--- src/rtl/hazard_ctrl_pkg.sv ---
// Shared encodings for the pipeline hazard controller: result-source codes,
// Tnew lookup per stage, bypass-select codes and the "operand unused" tuse.
package hazard_ctrl_pkg;

    localparam logic [2:0] RES_NW  = 3'd0;
    localparam logic [2:0] RES_ALU = 3'd1;
    localparam logic [2:0] RES_DM  = 3'd2;
    localparam logic [2:0] RES_PC  = 3'd3;
    localparam logic [2:0] RES_MD  = 3'd4;
    localparam logic [2:0] RES_CP0 = 3'd5;

    localparam logic [1:0] TNEW_E_ALU   = 2'd1;
    localparam logic [1:0] TNEW_E_DM    = 2'd2;
    localparam logic [1:0] TNEW_E_PC    = 2'd0;
    localparam logic [1:0] TNEW_E_MD    = 2'd1;
    localparam logic [1:0] TNEW_E_CP0   = 2'd2;
    localparam logic [1:0] TNEW_M_DM    = 2'd1;
    localparam logic [1:0] TNEW_M_CP0   = 2'd1;
    localparam logic [1:0] TNEW_M_OTHER = 2'd0;

    localparam logic [1:0] TUSE_NONE = 2'd3;

    localparam logic [1:0] FWD_RF = 2'd0;
    localparam logic [1:0] FWD_E  = 2'd1;
    localparam logic [1:0] FWD_M  = 2'd2;
    localparam logic [1:0] FWD_W  = 2'd3;

    // Codes 6 and 7 are reserved and behave like "no write".
    function automatic logic is_writer(input logic [2:0] res, input logic [4:0] wa);
        return (res != RES_NW) && (res <= RES_CP0) && (wa != 5'd0);
    endfunction

    function automatic logic [1:0] tnew_e(input logic [2:0] res);
        case (res)
            RES_ALU: return TNEW_E_ALU;
            RES_DM:  return TNEW_E_DM;
            RES_PC:  return TNEW_E_PC;
            RES_MD:  return TNEW_E_MD;
            RES_CP0: return TNEW_E_CP0;
            default: return 2'd0;
        endcase
    endfunction

    function automatic logic [1:0] tnew_m(input logic [2:0] res);
        case (res)
            RES_DM:  return TNEW_M_DM;
            RES_CP0: return TNEW_M_CP0;
            default: return TNEW_M_OTHER;
        endcase
    endfunction

endpackage

--- src/rtl/hazard_ctrl_md_busy_ctr.sv ---
// Multiply/divide busy counter: loads the operation latency on a start and
// counts down to zero; a start while busy reloads.
module md_busy_ctr
    import hazard_ctrl_pkg::*;
#(
    parameter int MULT_CYCLES = 5,
    parameter int DIV_CYCLES  = 10
) (
    input  logic clk,
    input  logic rst,
    input  logic start_i,
    input  logic div_i,
    input  logic flush_i,
    output logic busy_o
);

    localparam int MAX_CYCLES = (MULT_CYCLES > DIV_CYCLES) ? MULT_CYCLES : DIV_CYCLES;
    localparam int CW = $clog2(MAX_CYCLES + 1);

    logic [CW-1:0] count_q, count_d;

    // A flushed start belongs to a squashed instruction, so it never loads.
    always_comb begin
        count_d = count_q;
        if (start_i && !flush_i) begin
            count_d = div_i ? CW'(DIV_CYCLES) : CW'(MULT_CYCLES);
        end else if (count_q != '0) begin
            count_d = count_q - CW'(1);
        end
    end

    always_ff @(posedge clk) begin
        if (rst) begin
            count_q <= '0;
        end else begin
            count_q <= count_d;
        end
    end

    assign busy_o = (count_q != '0);

endmodule

--- src/rtl/hazard_ctrl.sv ---
// Five-stage MIPS hazard/forwarding controller. Define HZ_FORWARD_EN to enable
// bypassing; without it every RAW dependency on E/M/W stalls in D.
module hazard_ctrl
    import hazard_ctrl_pkg::*;
#(
    parameter int MULT_CYCLES = 5,
    parameter int DIV_CYCLES  = 10
) (
    input  logic       clk,
    input  logic       rst,
    input  logic [4:0] ra1D,
    input  logic [4:0] ra2D,
    input  logic [1:0] tuse_rsD,
    input  logic [1:0] tuse_rtD,
    input  logic       md_useD,
    input  logic [4:0] ra1E,
    input  logic [4:0] ra2E,
    input  logic [4:0] waE,
    input  logic [2:0] resE,
    input  logic       md_startE,
    input  logic       md_divE,
    input  logic [4:0] ra2M,
    input  logic [4:0] waM,
    input  logic [2:0] resM,
    input  logic [4:0] waW,
    input  logic [2:0] resW,
    input  logic       exc_flush,
    output logic       stall,
    output logic       e_clr,
    output logic [1:0] fwd_rsD,
    output logic [1:0] fwd_rtD,
    output logic [1:0] fwd_rsE,
    output logic [1:0] fwd_rtE,
    output logic       fwd_rtM,
    output logic       md_busy
);

    logic validE, validM, validW;
    logic useRs, useRt;
    logic rawStall, mdStall, ctrBusy;
    logic [1:0] selRsD, selRtD, selRsE, selRtE;
    logic selRtM;

    md_busy_ctr #(
        .MULT_CYCLES(MULT_CYCLES),
        .DIV_CYCLES (DIV_CYCLES)
    ) u_md_busy_ctr (
        .clk    (clk),
        .rst    (rst),
        .start_i(md_startE),
        .div_i  (md_divE),
        .flush_i(exc_flush),
        .busy_o (ctrBusy)
    );

    assign validE = is_writer(resE, waE);
    assign validM = is_writer(resM, waM);
    assign validW = is_writer(resW, waW);
    assign useRs  = (ra1D != 5'd0) && (tuse_rsD != TUSE_NONE);
    assign useRt  = (ra2D != 5'd0) && (tuse_rtD != TUSE_NONE);

`ifdef HZ_FORWARD_EN
    logic [1:0] tnewE, tnewM;
    assign tnewE = tnew_e(resE);
    assign tnewM = tnew_m(resM);

    // Stall only when the producer cannot deliver before the consumer needs it.
    always_comb begin
        rawStall = 1'b0;
        if (useRs && ((validE && waE == ra1D && tnewE > tuse_rsD) ||
                      (validM && waM == ra1D && tnewM > tuse_rsD))) begin
            rawStall = 1'b1;
        end
        if (useRt && ((validE && waE == ra2D && tnewE > tuse_rtD) ||
                      (validM && waM == ra2D && tnewM > tuse_rtD))) begin
            rawStall = 1'b1;
        end
    end

    always_comb begin
        selRsD = FWD_RF;
        selRtD = FWD_RF;
        selRsE = FWD_RF;
        selRtE = FWD_RF;
        selRtM = 1'b0;
        if (validE && waE == ra1D && tnewE == 2'd0)      selRsD = FWD_E;
        else if (validM && waM == ra1D && tnewM == 2'd0) selRsD = FWD_M;
        else if (validW && waW == ra1D)                  selRsD = FWD_W;
        if (validE && waE == ra2D && tnewE == 2'd0)      selRtD = FWD_E;
        else if (validM && waM == ra2D && tnewM == 2'd0) selRtD = FWD_M;
        else if (validW && waW == ra2D)                  selRtD = FWD_W;
        if (validM && waM == ra1E && tnewM == 2'd0)      selRsE = FWD_M;
        else if (validW && waW == ra1E)                  selRsE = FWD_W;
        if (validM && waM == ra2E && tnewM == 2'd0)      selRtE = FWD_M;
        else if (validW && waW == ra2E)                  selRtE = FWD_W;
        if (validW && waW == ra2M)                       selRtM = 1'b1;
    end
`else
    logic unused_fwd_tags;
    assign unused_fwd_tags = ^{ra1E, ra2E, ra2M};

    // No bypass network: any in-flight write to a used source must drain first.
    always_comb begin
        rawStall = 1'b0;
        if (useRs && ((validE && waE == ra1D) || (validM && waM == ra1D) ||
                      (validW && waW == ra1D))) begin
            rawStall = 1'b1;
        end
        if (useRt && ((validE && waE == ra2D) || (validM && waM == ra2D) ||
                      (validW && waW == ra2D))) begin
            rawStall = 1'b1;
        end
    end

    assign selRsD = FWD_RF;
    assign selRtD = FWD_RF;
    assign selRsE = FWD_RF;
    assign selRtE = FWD_RF;
    assign selRtM = 1'b0;
`endif

    assign mdStall = md_useD && (md_startE || ctrBusy);

    assign stall   = !rst && (rawStall || mdStall);
    assign e_clr   = stall;
    assign md_busy = !rst && ctrBusy;
    assign fwd_rsD = rst ? FWD_RF : selRsD;
    assign fwd_rtD = rst ? FWD_RF : selRtD;
    assign fwd_rsE = rst ? FWD_RF : selRsE;
    assign fwd_rtE = rst ? FWD_RF : selRtE;
    assign fwd_rtM = !rst && selRtM;

endmodule

--- config.mk ---
export PLATFORM = sky130hd
export DESIGN_NAME = hazard_ctrl
export DESIGN_NICKNAME = d
export VERILOG_FILES = /design/src/rtl/hazard_ctrl_pkg.sv /design/src/rtl/hazard_ctrl_md_busy_ctr.sv /design/src/rtl/hazard_ctrl.sv
export SDC_FILE = /design/constraint.sdc
export NUM_CORES = 1
export LEC_CHECK = 0
export CAP_MARGIN = 10
export CORE_MARGIN = 3
export CORE_UTILIZATION = 31
export CTS_CLUSTER_DIAMETER = 100
export DETAILED_ROUTE_END_ITERATION = 8
export HOLD_SLACK_MARGIN = 0.02
export PLACE_DENSITY_LB_ADDON = 0.12
export SETUP_SLACK_MARGIN = 0.1
export SLEW_MARGIN = 20
export SYNTH_ARGS = -nofsm -noshare
export SYNTH_HDL_FRONTEND = slang
export SYNTH_SLANG_ARGS = --single-unit
--- constraint.sdc ---
create_clock -name clk -period 2.3 [get_ports clk]
set_input_delay 0.46 -clock clk [delete_from_list [all_inputs] [get_ports clk]]
set_output_delay 0.46 -clock clk [all_outputs]
set_load 0.03 [all_outputs]
# After elaboration in Yosys (flattened, before gate mapping)
# Cells that the tools add are included.
dict set report word_totals {
  register_bits 4
  in_bits 59
  wordCells 56
}
dict set report op_classes {
  n_reduce_logical 38
  n_eq_ne 8
  muxes 5
  addsub 1
  magnitude_cmp 3
}
# cell n
set ops {}
lappend ops {{5-bit equality test} 6}
lappend ops {{5-bit nonzero test} 5}
lappend ops {{1-bit logical AND} 20}
lappend ops {{4-bit two-way mux} 3}
lappend ops {{3-bit <= comparator, second input constant} 3}
lappend ops {{3-bit nonzero test} 3}
lappend ops {{1-bit logical OR} 6}
lappend ops {{2-bit inequality test, second input constant} 2}
lappend ops {{4-bit nonzero test} 1}
lappend ops {{4-bit by 1-bit subtractor with 4-bit output, second input constant} 1}
lappend ops {{1-bit zero test} 2}
lappend ops {{1-bit two-way mux} 2}
lappend ops {{2-bit nonzero test} 1}

# Logic depth before layout (Yosys ltp)
dict set report logic_depth {
  word_depth 11
  mapped_depth 7
  ltp_nobuf 7
}

# By module
# From an unflattened synthesis, not the netlist that was laid out.
dict set report hier_totals {
  hier_cells 105
  hier_area_um2 823.3
}
# mod seq_area_each_um2 cells_each n_inst area_each_um2
set modules_own_cells {}
lappend modules_own_cells {hazard_ctrl 0.0 76 1 564.3}
lappend modules_own_cells {md_busy_ctr 80.1 29 1 259.0}

# Worst setup path before layout
# OpenSTA, ideal clock, no wires.
dict set report synth_timing {
  path_type {input to output}
  startpoint {input waM[1]}
  endpoint {output stall}
  arrival_ns 2.029
  path_stages 6
  slack_ns -0.189
  path_cell_list {or4_1 o211ai_2 nor4_1 o31ai_1 a31oi_1 buf_4}
}
dict set report synth_between {
  elab_chain_len 10
}
# item line
set synth_lines {}
lappend synth_lines {{start, declared} hazard_ctrl.sv:23} ;# input logic [4:0] waM,
lappend synth_lines {{5-bit nonzero test} hazard_ctrl_pkg.sv:30} ;# return (res != RES_NW) && (res <= RES_CP0) && (wa != 5'd0);
lappend synth_lines {{1-bit logical AND} hazard_ctrl_pkg.sv:30}
lappend synth_lines {{1-bit logical AND} hazard_ctrl.sv:105} ;# if (useRs && ((validE && waE == ra1D) || (validM && waM == ra1D) ||
lappend synth_lines {{1-bit logical OR (2 in series)} hazard_ctrl.sv:105}
lappend synth_lines {{1-bit logical AND} hazard_ctrl.sv:105}
lappend synth_lines {{1-bit two-way mux} hazard_ctrl.sv:105}
lappend synth_lines {{1-bit two-way mux *} hazard_ctrl.sv:109} ;# if (useRt && ((validE && waE == ra2D) || (validM && waM == ra2D) ||
lappend synth_lines {{1-bit logical OR *} hazard_ctrl.sv:124} ;# assign stall = !rst && (rawStall || mdStall);
lappend synth_lines {{1-bit logical AND *} hazard_ctrl.sv:124}
lappend synth_lines {{end, declared} hazard_ctrl.sv:28} ;# output logic stall,
# Every way passes the cells marked *; elsewhere a longest branch is shown, timed or not.

# Worst setup path in the final report
dict set report layout_timing {
  startpoint {input waW[2]}
  endpoint {output stall}
}
dict set report layout_between {
  elab_chain_len 9
}
# item line
set layout_lines {}
lappend layout_lines {{start, declared} hazard_ctrl.sv:25} ;# input logic [4:0] waW,
lappend layout_lines {{5-bit nonzero test} hazard_ctrl_pkg.sv:30}
lappend layout_lines {{1-bit logical AND} hazard_ctrl_pkg.sv:30}
lappend layout_lines {{1-bit logical AND} hazard_ctrl.sv:106} ;# (validW && waW == ra1D))) begin
lappend layout_lines {{1-bit logical OR} hazard_ctrl.sv:105}
lappend layout_lines {{1-bit logical AND} hazard_ctrl.sv:105}
lappend layout_lines {{1-bit two-way mux} hazard_ctrl.sv:105}
lappend layout_lines {{1-bit two-way mux *} hazard_ctrl.sv:109}
lappend layout_lines {{1-bit logical OR *} hazard_ctrl.sv:124}
lappend layout_lines {{1-bit logical AND *} hazard_ctrl.sv:124}
# Marked as above.

==> metrics.csv <==
stage,metric,value,unit
cells_and_area,ff_latch_area,80.1,um^2
worst_setup_path,cp_cell_sequence,"buf_6, or4_4, o211ai_1, nor4_1, o31ai_1, a31oi_2, buf_6",
drt,wl_per_cell,12.8,um
timing,layout_setup_ws,-0.245,ns
worst_setup_path,critPathArrivalTime,2.08,ns
worst_setup_path,reg2reg_from,u_md_busy_ctr.count_q[0]$_SDFFE_PP0P_,
logic_synthesis,synth_edf_count,0,
drt,drt-total-wl,2.54,mm
worst_setup_path,crit_path_end_kind,output port,
floorplanning,die_h,55.8,um
drt,drt_iter0_markers,23,
worst_setup_path,cp_top_family,compound AO/OA/AOI/OAI gates,
clocking,clkSinkCount,4,
cells_and_area,utilization,0.634,
timing,finalWorstPathRequiredPeriod,2.54,ns
clocking,insertion_delay,0.23,ns
drt,first_pass_iters,4,
worst_hold_path,hold_class,register to register,
drt,vias_per_cell,4.83,
logic_synthesis,synthArstFlopShare,0,
clocking,clock_path_buffers,2,
timing,rsz0062_at_grt,true,
cells_and_area,antennaDiodeCount,0,
worst_setup_path,critical_path_class,primary input to output port,
clocking,cts_root_buffer,clkbuf_4,
timing,fin_crit_sh,1.11,
floorplanning,initial_core_util,0.338,
worst_setup_path,worst_r2r_endpoint,u_md_busy_ctr.count_q[1]$_SDFFE_PP0P_,
placed_design,io_buffers,46,
worst_setup_path,cp-start-kind,primary input,
logic_synthesis,netlist_area,768,um^2
global_routing,antenna_found_initial,0,
floorplanning,die_w,55.8,um
logic_synthesis,synth.distinct_cells,24,
global_routing,grt_max_degree,7,
clocking,numCtsBuffers,3,
worst_setup_path,r2r_slack,0.78,ns
floorplanning,fp-row-count,17,
placed_design,hpwl,2.14,mm
cells_and_area,top_register,u_md_busy_ctr.count_q,
cells_and_area,reg.largest.list,u_md_busy_ctr.count_q: 4 flops,
worst_setup_path,crit_slowest_cell,or4_4,
worst_setup_path,path_max_fanout,2,
clocking,cts_hold_buf,0,
timing,clock.fmax,0.393,GHz
power_and_ir_drop,p_leak,0.000641,uW
drt,drc,0,
worst_setup_path,critPathMaxStageDelay,0.51,ns
clocking,clk_pin_slew,0.04,ns
drt,ant_nets,0,
logic_synthesis,ys_seq_elements,4,
timing,finClkSkew,0.00482,ns
timing,setup_viol,2,
run_status,failed_checks,negative setup slack,
run_status,status,"complete, but fails checks",
floorplanning,core,0.00228,mm^2
worst_hold_path,hold_depth,2,
clocking,cts_tree,yes,
logic_synthesis,netlist_instances,104,
global_routing,grt_pass1_wl,3.88,mm
worst_hold_path,worstHoldEndpoint,u_md_busy_ctr.count_q[2]$_SDFFE_PP0P_,
global_routing,grt_use_total,0.151,
logic_synthesis,yosysWarnings,0,
global_routing,grt_overflow,0,
worst_setup_path,r2r_cells,6,
cells_and_area,largest_reg_flops,4,
logic_synthesis,synthFlopType,dfxtp_1,
clocking,htreeDepth,1,
cells_and_area,multiInputGateArea,709,um^2
cells_and_area,syn_to_final_growth,87.8,%
floorplanning,boundaryPins,71,
placed_design,pre_cts_ws,-0.952,ns
job,maxCapViolCount,0,
global_routing,grt_pass1_vias,951,
timing,final_max_slew_viol_count,0,
worst_hold_path,holdCritStartpoint,u_md_busy_ctr.count_q[3]$_SDFFE_PP0P_,
logic_synthesis,syn_area_per_cell,7.39,um^2
drt,vias,957,
cells_and_area,layout_common_cells,"20 x buf_4, 19 x xnor2_1, 16 x clkdlybuf4s50_1",
worst_setup_path,critPathRequiredTime,1.84,ns
placed_design,gp_congestion,0.831,
floorplanning,die_area,0.00311,mm^2
cells_and_area,final_layout_size_suffix_gt1_frac,0.276,
cells_and_area,final_common_cell,buf_4,
cells_and_area,fillCellCount,214,
power_and_ir_drop,powerDensity,421,mW/mm^2
power_and_ir_drop,ir_drop,330,uV
worst_setup_path,crit_buf_inv,2,
cells_and_area,finalNetCount,232,
worst_setup_path,cp_common_cell,buf_6,
timing,hold_viol_final,0,
logic_synthesis,yosysSeqAreaShare,0.104,
## layout make-up
class                      instances  share of cell area
multi-input combinational         94               0.492
timing repair buffer              65               0.402
sequential                         4              0.0555
tap                               28              0.0243
clock buffer                       3              0.0156
inverter                           4              0.0104
## layer usage
layer | routed length (um) | track usage | share of wire | vias up
li1 | - | - | - | 482
met1 | 1100 | 0.186 | 0.43 | 426
met2 | 1270 | 0.270 | 0.50 | 49
met3 | 166 | 0.0255 | 0.065 | 0
met4 | 0 | 0.0313 | 0 | 0
met5 | 0 | 0 | 0 | -
## worst max path at each step
| stage | slack (ns) | depth (start not counted) | start | to |
|---|---|---|---|---|
| floorplan | -0.12 | 6 | waM[1] | stall |
| global placement | -0.90 | 7 | waW[1] | stall |
| detailed placement | -0.95 | 7 | waW[1] | e_clr |
| CTS | -0.28 | 7 | waW[4] | e_clr |
| global route | -0.31 | 7 | waW[2] | e_clr |
| finish | -0.24 | 7 | waW[2] | stall |
## logic make-up after synthesis
logic type               count (synthesis)  synth area share
AO/OA/AOI/OAI                           15             0.138
XOR/XNOR                                32             0.365
adder cells (fa/ha/maj)                  1            0.0163
buffers and inverters                   14             0.117
flip-flops                               4             0.104
other                                    1           0.00488
AND/OR/NAND/NOR                         37             0.254
## per-stage QoR
stage	power, uW	hold WS (ns)	cell area, um^2	TNS, ns	std cells
after floorplan	356	0.532	808	-0.124	112
after global placement	508	0.568	1360	-1.80	194
after detailed placement	518	0.569	1360	-1.90	194
after CTS	599	0.575	1380	-0.558	197
after global routing	653	0.602	1440	-0.617	198
final	608	0.576	1440	-0.489	198
## synthesized netlist by cell type, types with 3 or more instances
library cell	n	area [um^2]
xnor2_1	19	166
inv_1	4	15.0
xor2_1	13	114
or4_1	3	22.5
or3_1	3	18.8
nand3_1	6	30.0
nor3_1	4	20.0
o21ai_0	3	15.0
nand2_1	4	15.0
dfxtp_1	4	80.1
nor4_1	6	37.5
buf_4	10	75.1
a31oi_1	3	18.8
nor2_1	8	30.0
## worst min-delay path: cells and delay by family, from the launching register on
kind	cells	cell delay (ns)
AO/OA/AOI/OAI	1	0.14
flip-flops	1	0.33
AND/OR/NAND/NOR	1	0.06
## power by group
group | switching, uW | internal [uW]
Combinational | 207 | 204
Sequential | 20.0 | 92.5
Clock | 25.4 | 58.1
Total | 253 | 355
## repair_timing
| item | 4_1_cts | 5_1_grt |
|---|---|---|
| endpoints found under the setup margin | 2 | 2 |
| resized for setup | 53 | 24 |
| buffers inserted | 0 | 1 |
| cloned | 0 | 0 |
| pin swaps | 14 | 15 |
Power figures use the tool's default switching activity.
